File: config.mk
export PLATFORM = sky130hd
export DESIGN_NAME = cpu_status_reg
export DESIGN_NICKNAME = d
export VERILOG_FILES = /design/src/rtl/cpu_status_reg.sv
export SDC_FILE = /design/constraint.sdc
export NUM_CORES = 1
export LEC_CHECK = 0
export BUFFER_PORTS_ARGS = -buffer_cell sky130_fd_sc_hd__buf_2
export CAP_MARGIN = 20
export CELL_PAD_IN_SITES_DETAIL_PLACEMENT = 1
export CELL_PAD_IN_SITES_GLOBAL_PLACEMENT = 1
export CORE_ASPECT_RATIO = 1.25
export CORE_MARGIN = 8
export CORE_UTILIZATION = 22
export DETAILED_ROUTE_END_ITERATION = 12
export HOLD_SLACK_MARGIN = 0.1
export PLACE_DENSITY_LB_ADDON = 0.1
export SETUP_SLACK_MARGIN = 0.5
export SLEW_MARGIN = 20
export SYNTH_ARGS = -nofsm -noshare
export SYNTH_HDL_FRONTEND = slang
export SYNTH_SLANG_ARGS = --single-unit
File: constraint.sdc
create_clock -name clk -period 1.22 [get_ports clk]
set_input_delay 0.061 -clock clk [delete_from_list [all_inputs] [get_ports clk]]
set_output_delay 0.061 -clock clk [all_outputs]
set_load 0.1 [all_outputs]
File: src/rtl/cpu_status_reg.sv
// 6502-style processor status register (P) with delayed IRQ-inhibit view.
// Define CPU_STATUS_DECIMAL_EN to drive decimal_mode from D (else tied 0).
module cpu_status_reg #(
  parameter logic [7:0] RESET_P = 8'h24
) (
  input  logic       clk,
  input  logic       rst,
  input  logic [7:0] alu_result,
  input  logic       alu_carry,
  input  logic       alu_overflow,
  input  logic       upd_nz,
  input  logic       upd_c,
  input  logic       upd_v,
  input  logic       bit_en,
  input  logic [7:0] bit_data,
  input  logic       flag_op_en,
  input  logic [2:0] flag_op,
  input  logic       pull_en,
  input  logic [7:0] pull_data,
  input  logic       int_entry,
  input  logic       push_b,
  input  logic       instr_end,
  output logic [7:0] p_push,
  output logic [7:0] p_flags,
  output logic       carry_to_alu,
  output logic       irq_inhibit,
  output logic       decimal_mode
);

  logic n_q, v_q, d_q, i_q, z_q, c_q;
  logic n_d, v_d, d_d, i_d, z_d, c_d;
  logic irq_q, irq_d;
  logic res_zero;

  assign res_zero = (alu_result == 8'h00);

  // Sources applied lowest priority first so later ones override.
  always_comb begin
    n_d = n_q;
    v_d = v_q;
    d_d = d_q;
    i_d = i_q;
    z_d = z_q;
    c_d = c_q;
    if (upd_nz) begin
      n_d = alu_result[7];
      z_d = res_zero;
    end
    if (upd_c) c_d = alu_carry;
    if (upd_v) v_d = alu_overflow;
    if (bit_en) begin
      n_d = bit_data[7];
      v_d = bit_data[6];
      z_d = res_zero;
    end
    if (flag_op_en) begin
      unique case (flag_op)
        3'd0:    c_d = 1'b0;
        3'd1:    c_d = 1'b1;
        3'd2:    i_d = 1'b0;
        3'd3:    i_d = 1'b1;
        3'd4:    v_d = 1'b0;
        3'd5:    d_d = 1'b0;
        3'd6:    d_d = 1'b1;
        default: ;
      endcase
    end
    if (int_entry) i_d = 1'b1;
    if (pull_en) begin
      n_d = pull_data[7];
      v_d = pull_data[6];
      d_d = pull_data[3];
      i_d = pull_data[2];
      z_d = pull_data[1];
      c_d = pull_data[0];
    end
  end

  always_comb begin
    irq_d = irq_q;
    if (int_entry)      irq_d = 1'b1;
    else if (instr_end) irq_d = i_d;
  end

  always_ff @(posedge clk or posedge rst) begin
    if (rst) begin
      n_q   <= RESET_P[7];
      v_q   <= RESET_P[6];
      d_q   <= RESET_P[3];
      i_q   <= RESET_P[2];
      z_q   <= RESET_P[1];
      c_q   <= RESET_P[0];
      irq_q <= 1'b1;
    end else begin
      n_q   <= n_d;
      v_q   <= v_d;
      d_q   <= d_d;
      i_q   <= i_d;
      z_q   <= z_d;
      c_q   <= c_d;
      irq_q <= irq_d;
    end
  end

  assign p_flags      = {n_q, v_q, 1'b1, 1'b0, d_q, i_q, z_q, c_q};
  assign p_push       = {n_q, v_q, 1'b1, push_b, d_q, i_q, z_q, c_q};
  assign carry_to_alu = c_q;
  assign irq_inhibit  = irq_q;

`ifdef CPU_STATUS_DECIMAL_EN
  assign decimal_mode = d_q;
`else
  assign decimal_mode = 1'b0;
`endif

endmodule
==> impl_metrics.py, run 1 <==
metrics = {
    "status": {
        "status": "complete, no violations",
    },
    "run": {
        "cap_violations": 0,
    },
    "synthesis": {
        "avgSynthCellArea_um2": 8.895,
        "syn_area_um2": 569.3,
        "yosysTopAreaCell": "buf_4",
        "synth_common_cells": "18 x buf_4, 5 x dfrtp_1, 4 x inv_1, 4 x nand2_1",
        "synth_area_leaders": "buf_4 24%, dfrtp_1 22%, dfstp_2 9.2%",
        "ys_seq_area_frac": 0.3121,
        "netlist_instances": 64,
        "ys_ff_latch": 7,
        "yosysTopAreaCellShare": 0.2374,
        "async_reset_ff_frac": 1.000,
        "yosysUniqueCellTypes": 23,
        "yosysMostFrequentCell": "buf_4",
        "ys.flop_type": "dfrtp_1",
        "synth_edf_count": 0,
        "ys_warn_count": 0,
    },
    "power_and_ir_drop": {
        "p_leak_nw": 0.5153,
        "power_density_nw_per_um2": 1155,
        "ir_worst_vdd_mv": 0.5604,
    },
    "placed_design": {
        "post-dp-hpwl_um": 1539,
        "place_congestion": 0.6961,
        "dp_cells": 126,
        "portBuffers": 44,
    },
    "detailed_routing": {
        "drt_first_iter_violations": 4,
        "routed_wl_um": 1971,
        "vias": 590,
        "route.antenna.remaining_nets": 0,
        "vias_per_cell": 4.214,
        "firstDrtPassIters": 3,
        "avgRoutedWirePerCell_um": 14.08,
        "drc": 0,
    },
    "sta": {
        "hold_violations": 0,
        "fin_skew_ns": 0.006789,
        "timing.hold.ws_ns": 0.04452,
        "min_period_over_period": 0.9150,
        "maxSlewViolCount": 0,
        "fin_tns_setup_ns": 0,
        "grt_setup_unrepaired": "yes",
        "setup_viol": 0,
        "fmax_ghz": 0.8958,
        "min_period_ns": 1.116,
    },
    "setup_path": {
        "cp_max_fo": 2,
        "ff2ff_path_depth": 3,
        "arrival_ns": 1.06,
        "end_kind": "output pin",
        "path_class": "reg -> out",
        "cp-start-kind": "register",
        "required_ns": 1.16,
    },
    "floorplanning": {
        "coreArea_um2": 2452,
        "io_pins": 59,
        "start_util": 0.2321,
        "die_y_um": 72.88,
        "rows": 20,
        "die_w_um": 61.50,
        "dieArea_um2": 4482,
    },
    "clock_tree": {
        "cts_htree_levels": 1,
        "hold_buffers": 5,
        "worst_skew_pair.late_latency_ns": 0.25,
        "root_buffer": "clkbuf_4",
        "clk_pin_slew_ns": 0.06,
        "cts_tree": "done",
        "clock_sinks": 7,
        "numCtsBuffers": 3,
        "cts_buffer_depth": 2,
    },
    "layout": {
        "drive_above_1_share": 0.6449,
        "fin_cells": 140,
        "area_delta_synth_final_pct": 91.43,
        "fillers": 293,
        "n_antenna_cell": 0,
        "nNetsFinal": 148,
    },
    "worst_hold_path": {
        "hold_class": "in -> reg",
        "hold-path-cell-count": 3,
    },
    "global_routing": {
        "grt_pass1_wl_um": 3036,
        "overflow": 0,
        "antenna_found_initial": 0,
        "grtUsageTotal": 0.08613,
        "grt_max_degree": 12,
        "grt_pass1_vias": 724,
    },
}
-- cells in the final DEF (no fill, tap or decap) --
cell type / netlist / routed
nand2_1: 4 / 4
mux2_4: 1 / 2
buf_2: 0 / 30
clkbuf_4: 0 / 3
o21ai_1: 1 / 2
dfrtp_2: 0 / 2
nor2_1: 2 / 2
a21oi_2: 1 / 3
clkbuf_1: 0 / 1
buf_6: 0 / 4
buf_4: 18 / 2
dfrtp_4: 0 / 1
dfstp_2: 2 / 1
dfrtp_1: 5 / 2
dfstp_4: 0 / 1
o21ai_2: 1 / 1
o31ai_2: 0 / 1
nor4_1: 2 / 2
inv_1: 4 / 4
mux2_2: 3 / 2
o31ai_1: 2 / 1
nor3b_1: 1 / 1
nor3_1: 2 / 2
buf_8: 0 / 1
nand3b_1: 3 / 3
a21boi_2: 0 / 1
a31oi_4: 0 / 1
a2bb2oi_1: 1 / 1
o21ai_0: 2 / 1
dlygate4sd3_1: 0 / 5
mux2i_1: 3 / 3
buf_12: 0 / 13
conb_1: 2 / 4
-- path summary, 6_finish.rpt --
path / start / end / slack, ns
setup / recovery: i_q$_DFF_PP1_ / p_push[2] / 0.10
hold reg to reg: z_q$_DFFE_PP0P_ / z_q$_DFFE_PP0P_ / 0.67
setup reg to reg: carry_to_alu$_DFF_PP0_ / carry_to_alu$_DFF_PP0_ / 0.12
max in group asynchronous: rst / i_q$_DFF_PP1_ / 0.66
min in group asynchronous: rst / v_q$_DFF_PP0_ / 0.28
hold / removal: int_entry / irq_inhibit$_DFFE_PP1P_ / 0.04
-- critical path: stages, from the launching register on --
cell and delay (ns):
dfstp_2 0.53, buf_6 0.11, buf_12 0.16
-- layout make-up --
| class | count | area (um^2) | area share |
|---|---|---|---|
| repair buffers | 55 | 535.5 | 0.4914 |
| inverters | 4 | 15.01 | 0.01378 |
| clock buffers | 4 | 26.28 | 0.02411 |
| well taps | 33 | 41.29 | 0.03789 |
| multi-input cells | 37 | 284.0 | 0.2606 |
| flip-flops and latches | 7 | 187.7 | 0.1722 |
-- logic make-up (layout without fill, tap and decap cells) --
logic type	after synthesis	count (layout)	synth area share
other	2	4	0.01319
buffers and inverters	22	63	0.2637
multiplexers	7	7	0.1385
flip-flops	7	7	0.3121
AND/OR/NAND/NOR	14	14	0.1319
AO/OA/AOI/OAI	12	12	0.1407
-- power by group --
part / switching (mW) / internal [mW] / leakage [nW]
registers: 0.0326 / 0.261 / 0.0782
logic: 0.473 / 0.274 / 0.422
clock network: 0.0916 / 0.125 / 0.0150
-- per-stage QoR --
step	area, um^2	utilization	worst slack, ns	total power, mW
5_1_grt	1090	0.4444	0.06863	1.306
2_1_floorplan	613.1	-	0.01598	0.8101
4_1_cts	1040	0.4240	0.09031	1.228
6_report	1090	0.4444	0.1037	1.258
3_3_place_gp	767.0	0.3128	0.1717	0.8547
3_5_place_dp	767.0	0.3128	0.1766	0.8602
-- registers in the layout, indices dropped and copies added (netlist names) --
name,cells
v_q,1
n_q,1
irq_inhibit,1
z_q,1
d_q,1
i_q,1
carry_to_alu,1
-- routing by layer --
metal / part of all wire / track usage / up-vias
li1: - / - / 284
met1: 0.34 / 0.07863 / 281
met2: 0.57 / 0.1638 / 25
met3: 0.094 / 0.04056 / 0
met4: 0 / 0.01523 / 0
met5: 0 / 0 / -
-- what timing repair did --
action | CTS | global route
pin swaps | 1 | 1
resized for setup | 42 | 13
endpoints found under the setup margin | 20 | 21
gates cloned | 0 | 0
buffers inserted | 5 | 0
endpoints found under the hold margin | 14 | 3
(Power assumes the default switching activity.)
==> run 2: changes to the inputs <==
==> constraint.sdc (replaced) <==
create_clock -name clk -period 1.1 [get_ports clk]
set_input_delay 0.055 -clock clk [delete_from_list [all_inputs] [get_ports clk]]
set_output_delay 0.055 -clock clk [all_outputs]
set_load 0.1 [all_outputs]
==> run 2 against run 1 <==
  * The run now ends with setup timing left
  * Worst setup slack worse by 0.12 ns
  * Global-route usage down 0.51 points
  * Register-to-register slack worse by 0.08 ns
  * Die area unchanged
  * Clock power up 9.2%
  * First-iteration DRC count up 100%
  * Cell area down 3.1%
  * Routed wire length down 6.3%
  * Hold slack worse by 0.030 ns
  * Critical path depth unchanged
  * Utilization down 1.4 points
  * Largest power group unchanged
  * Highest routed layer unchanged
==> impl_metrics.py, run 2 (same netlist as run 1, synthesis figures left out) <==
metrics = {
    "status": {
        "status": "finished, violations left",
        "violations": "setup timing",
    },
    "placed_design": {
        "place_congestion": 0.6714,
        "portBuffers": 44,
        "post-dp-hpwl_um": 1607,
        "post-place-ws_ns": 0.05889,
        "dp_cells": 129,
        "dpl-instance-area_um2": 955.9,
    },
    "global_routing": {
        "overflow": 0,
        "antenna_found_initial": 0,
        "grtUsageMet3": 0.03175,
        "grt_pass1_vias": 636,
        "grtUsageTotal": 0.08100,
        "met1_usage": 0.08990,
        "use_met2": 0.1361,
        "grt_pass1_wl_um": 2780,
        "busiest_layer": "met2",
        "grt_max_degree": 12,
    },
    "sta": {
        "min_period_over_period": 1.018,
        "grt_setup_unrepaired": "yes",
        "worst_slack_ns": -0.02028,
        "min_period_ns": 1.120,
        "fin_tns_setup_ns": -0.04051,
        "setup_viol": 3,
        "timing.hold.ws_ns": 0.01492,
        "maxSlewViolCount": 0,
        "fmax_ghz": 0.8926,
        "fin_skew_ns": 0.00001599,
        "hold_violations": 0,
    },
    "clock_tree": {
        "cts_tree": "done",
        "cts_buffer_depth": 2,
        "numCtsBuffers": 3,
        "root_buffer": "clkbuf_4",
        "clock_sinks": 7,
        "hold_buffers": 1,
        "clk_pin_slew_ns": 0.06,
        "worst_skew_pair.late_latency_ns": 0.24,
        "cts_htree_levels": 1,
    },
    "power_and_ir_drop": {
        "ir_worst_vdd_mv": 0.5421,
        "finalPower_mw": 1.385,
        "p_leak_nw": 0.5001,
        "power_density_nw_per_um2": 1311,
    },
    "detailed_routing": {
        "vias": 558,
        "drc": 0,
        "route.antenna.remaining_nets": 0,
        "firstDrtPassIters": 2,
        "routed_wl_um": 1846,
        "avgRoutedWirePerCell_um": 13.57,
        "vias_per_cell": 4.103,
        "drt_first_iter_violations": 8,
    },
    "layout": {
        "fin_util": 0.4306,
        "nNetsFinal": 144,
        "design_area_um2": 1056,
        "layout_common_cells": "30 x buf_2, 14 x buf_12, 5 x buf_6",
        "fillers": 300,
        "area_delta_synth_final_pct": 85.49,
        "drive_above_1_share": 0.6699,
        "n_antenna_cell": 0,
        "final_common_cell": "buf_2",
        "fin_cells": 136,
    },
    "setup_path": {
        "cp_max_fo": 2,
        "end_kind": "output pin",
        "cp-start-kind": "register",
        "arrival_ns": 1.07,
        "required_ns": 1.04,
        "rrSetupSlack_ns": 0.04,
        "path_class": "reg -> out",
    },
    "run": {
        "cap_violations": 0,
    },
    "floorplanning": {
        "io_pins": 59,
        "die_y_um": 72.88,
        "rows": 20,
        "coreArea_um2": 2452,
        "start_util": 0.2321,
        "die_w_um": 61.50,
        "dieArea_um2": 4482,
    },
    "worst_hold_path": {
        "hold_class": "in -> reg",
    },
}
## run 2: cell type report
| class | count | area [um^2] | share of cell area |
|---|---|---|---|
| repair buffers | 51 | 504.2 | 0.4775 |
| flip-flops and latches | 7 | 187.7 | 0.1777 |
| well taps | 33 | 41.29 | 0.03910 |
| clock buffers | 4 | 26.28 | 0.02488 |
| inverters | 4 | 18.77 | 0.01777 |
| multi-input cells | 37 | 277.8 | 0.2630 |
## run 2: path summary, 6_finish.rpt
check	depth (start not counted)	to	from
worst min-delay path	3	d_q$_DFFE_PP0P_	pull_data[3]
worst min register to register	2	d_q$_DFFE_PP0P_	d_q$_DFFE_PP0P_
max in group asynchronous	3	i_q$_DFF_PP1_	rst
worst max-delay path	2	p_flags[2]	i_q$_DFF_PP1_
min in group asynchronous	3	carry_to_alu$_DFF_PP0_	rst
worst max register to register	3	carry_to_alu$_DFF_PP0_	carry_to_alu$_DFF_PP0_
## run 2: where the power goes
part,switching [mW],leakage (nW),internal [mW]
Combinational,0.527,0.407,0.305
Clock,0.0980,0.0150,0.139
Sequential,0.0267,0.0782,0.290
## run 2: per-layer routing
metal	vias to the layer above	share of wire
met2	27	0.51
met4	0	0
met1	256	0.38
li1	275	-
met5	-	0
met3	0	0.11
## run 2: what timing repair did
action	in CTS	in global routing
buffers inserted	1	1
resized for setup	9	4
endpoints found under the hold margin	14	7
pin swaps	1	0
endpoints found under the setup margin	21	23
## run 2: worst max-delay path, cell delays in order, from the launching register on
cell and delay (ns):
dfstp_2 0.54, buf_6 0.11, buf_12 0.16
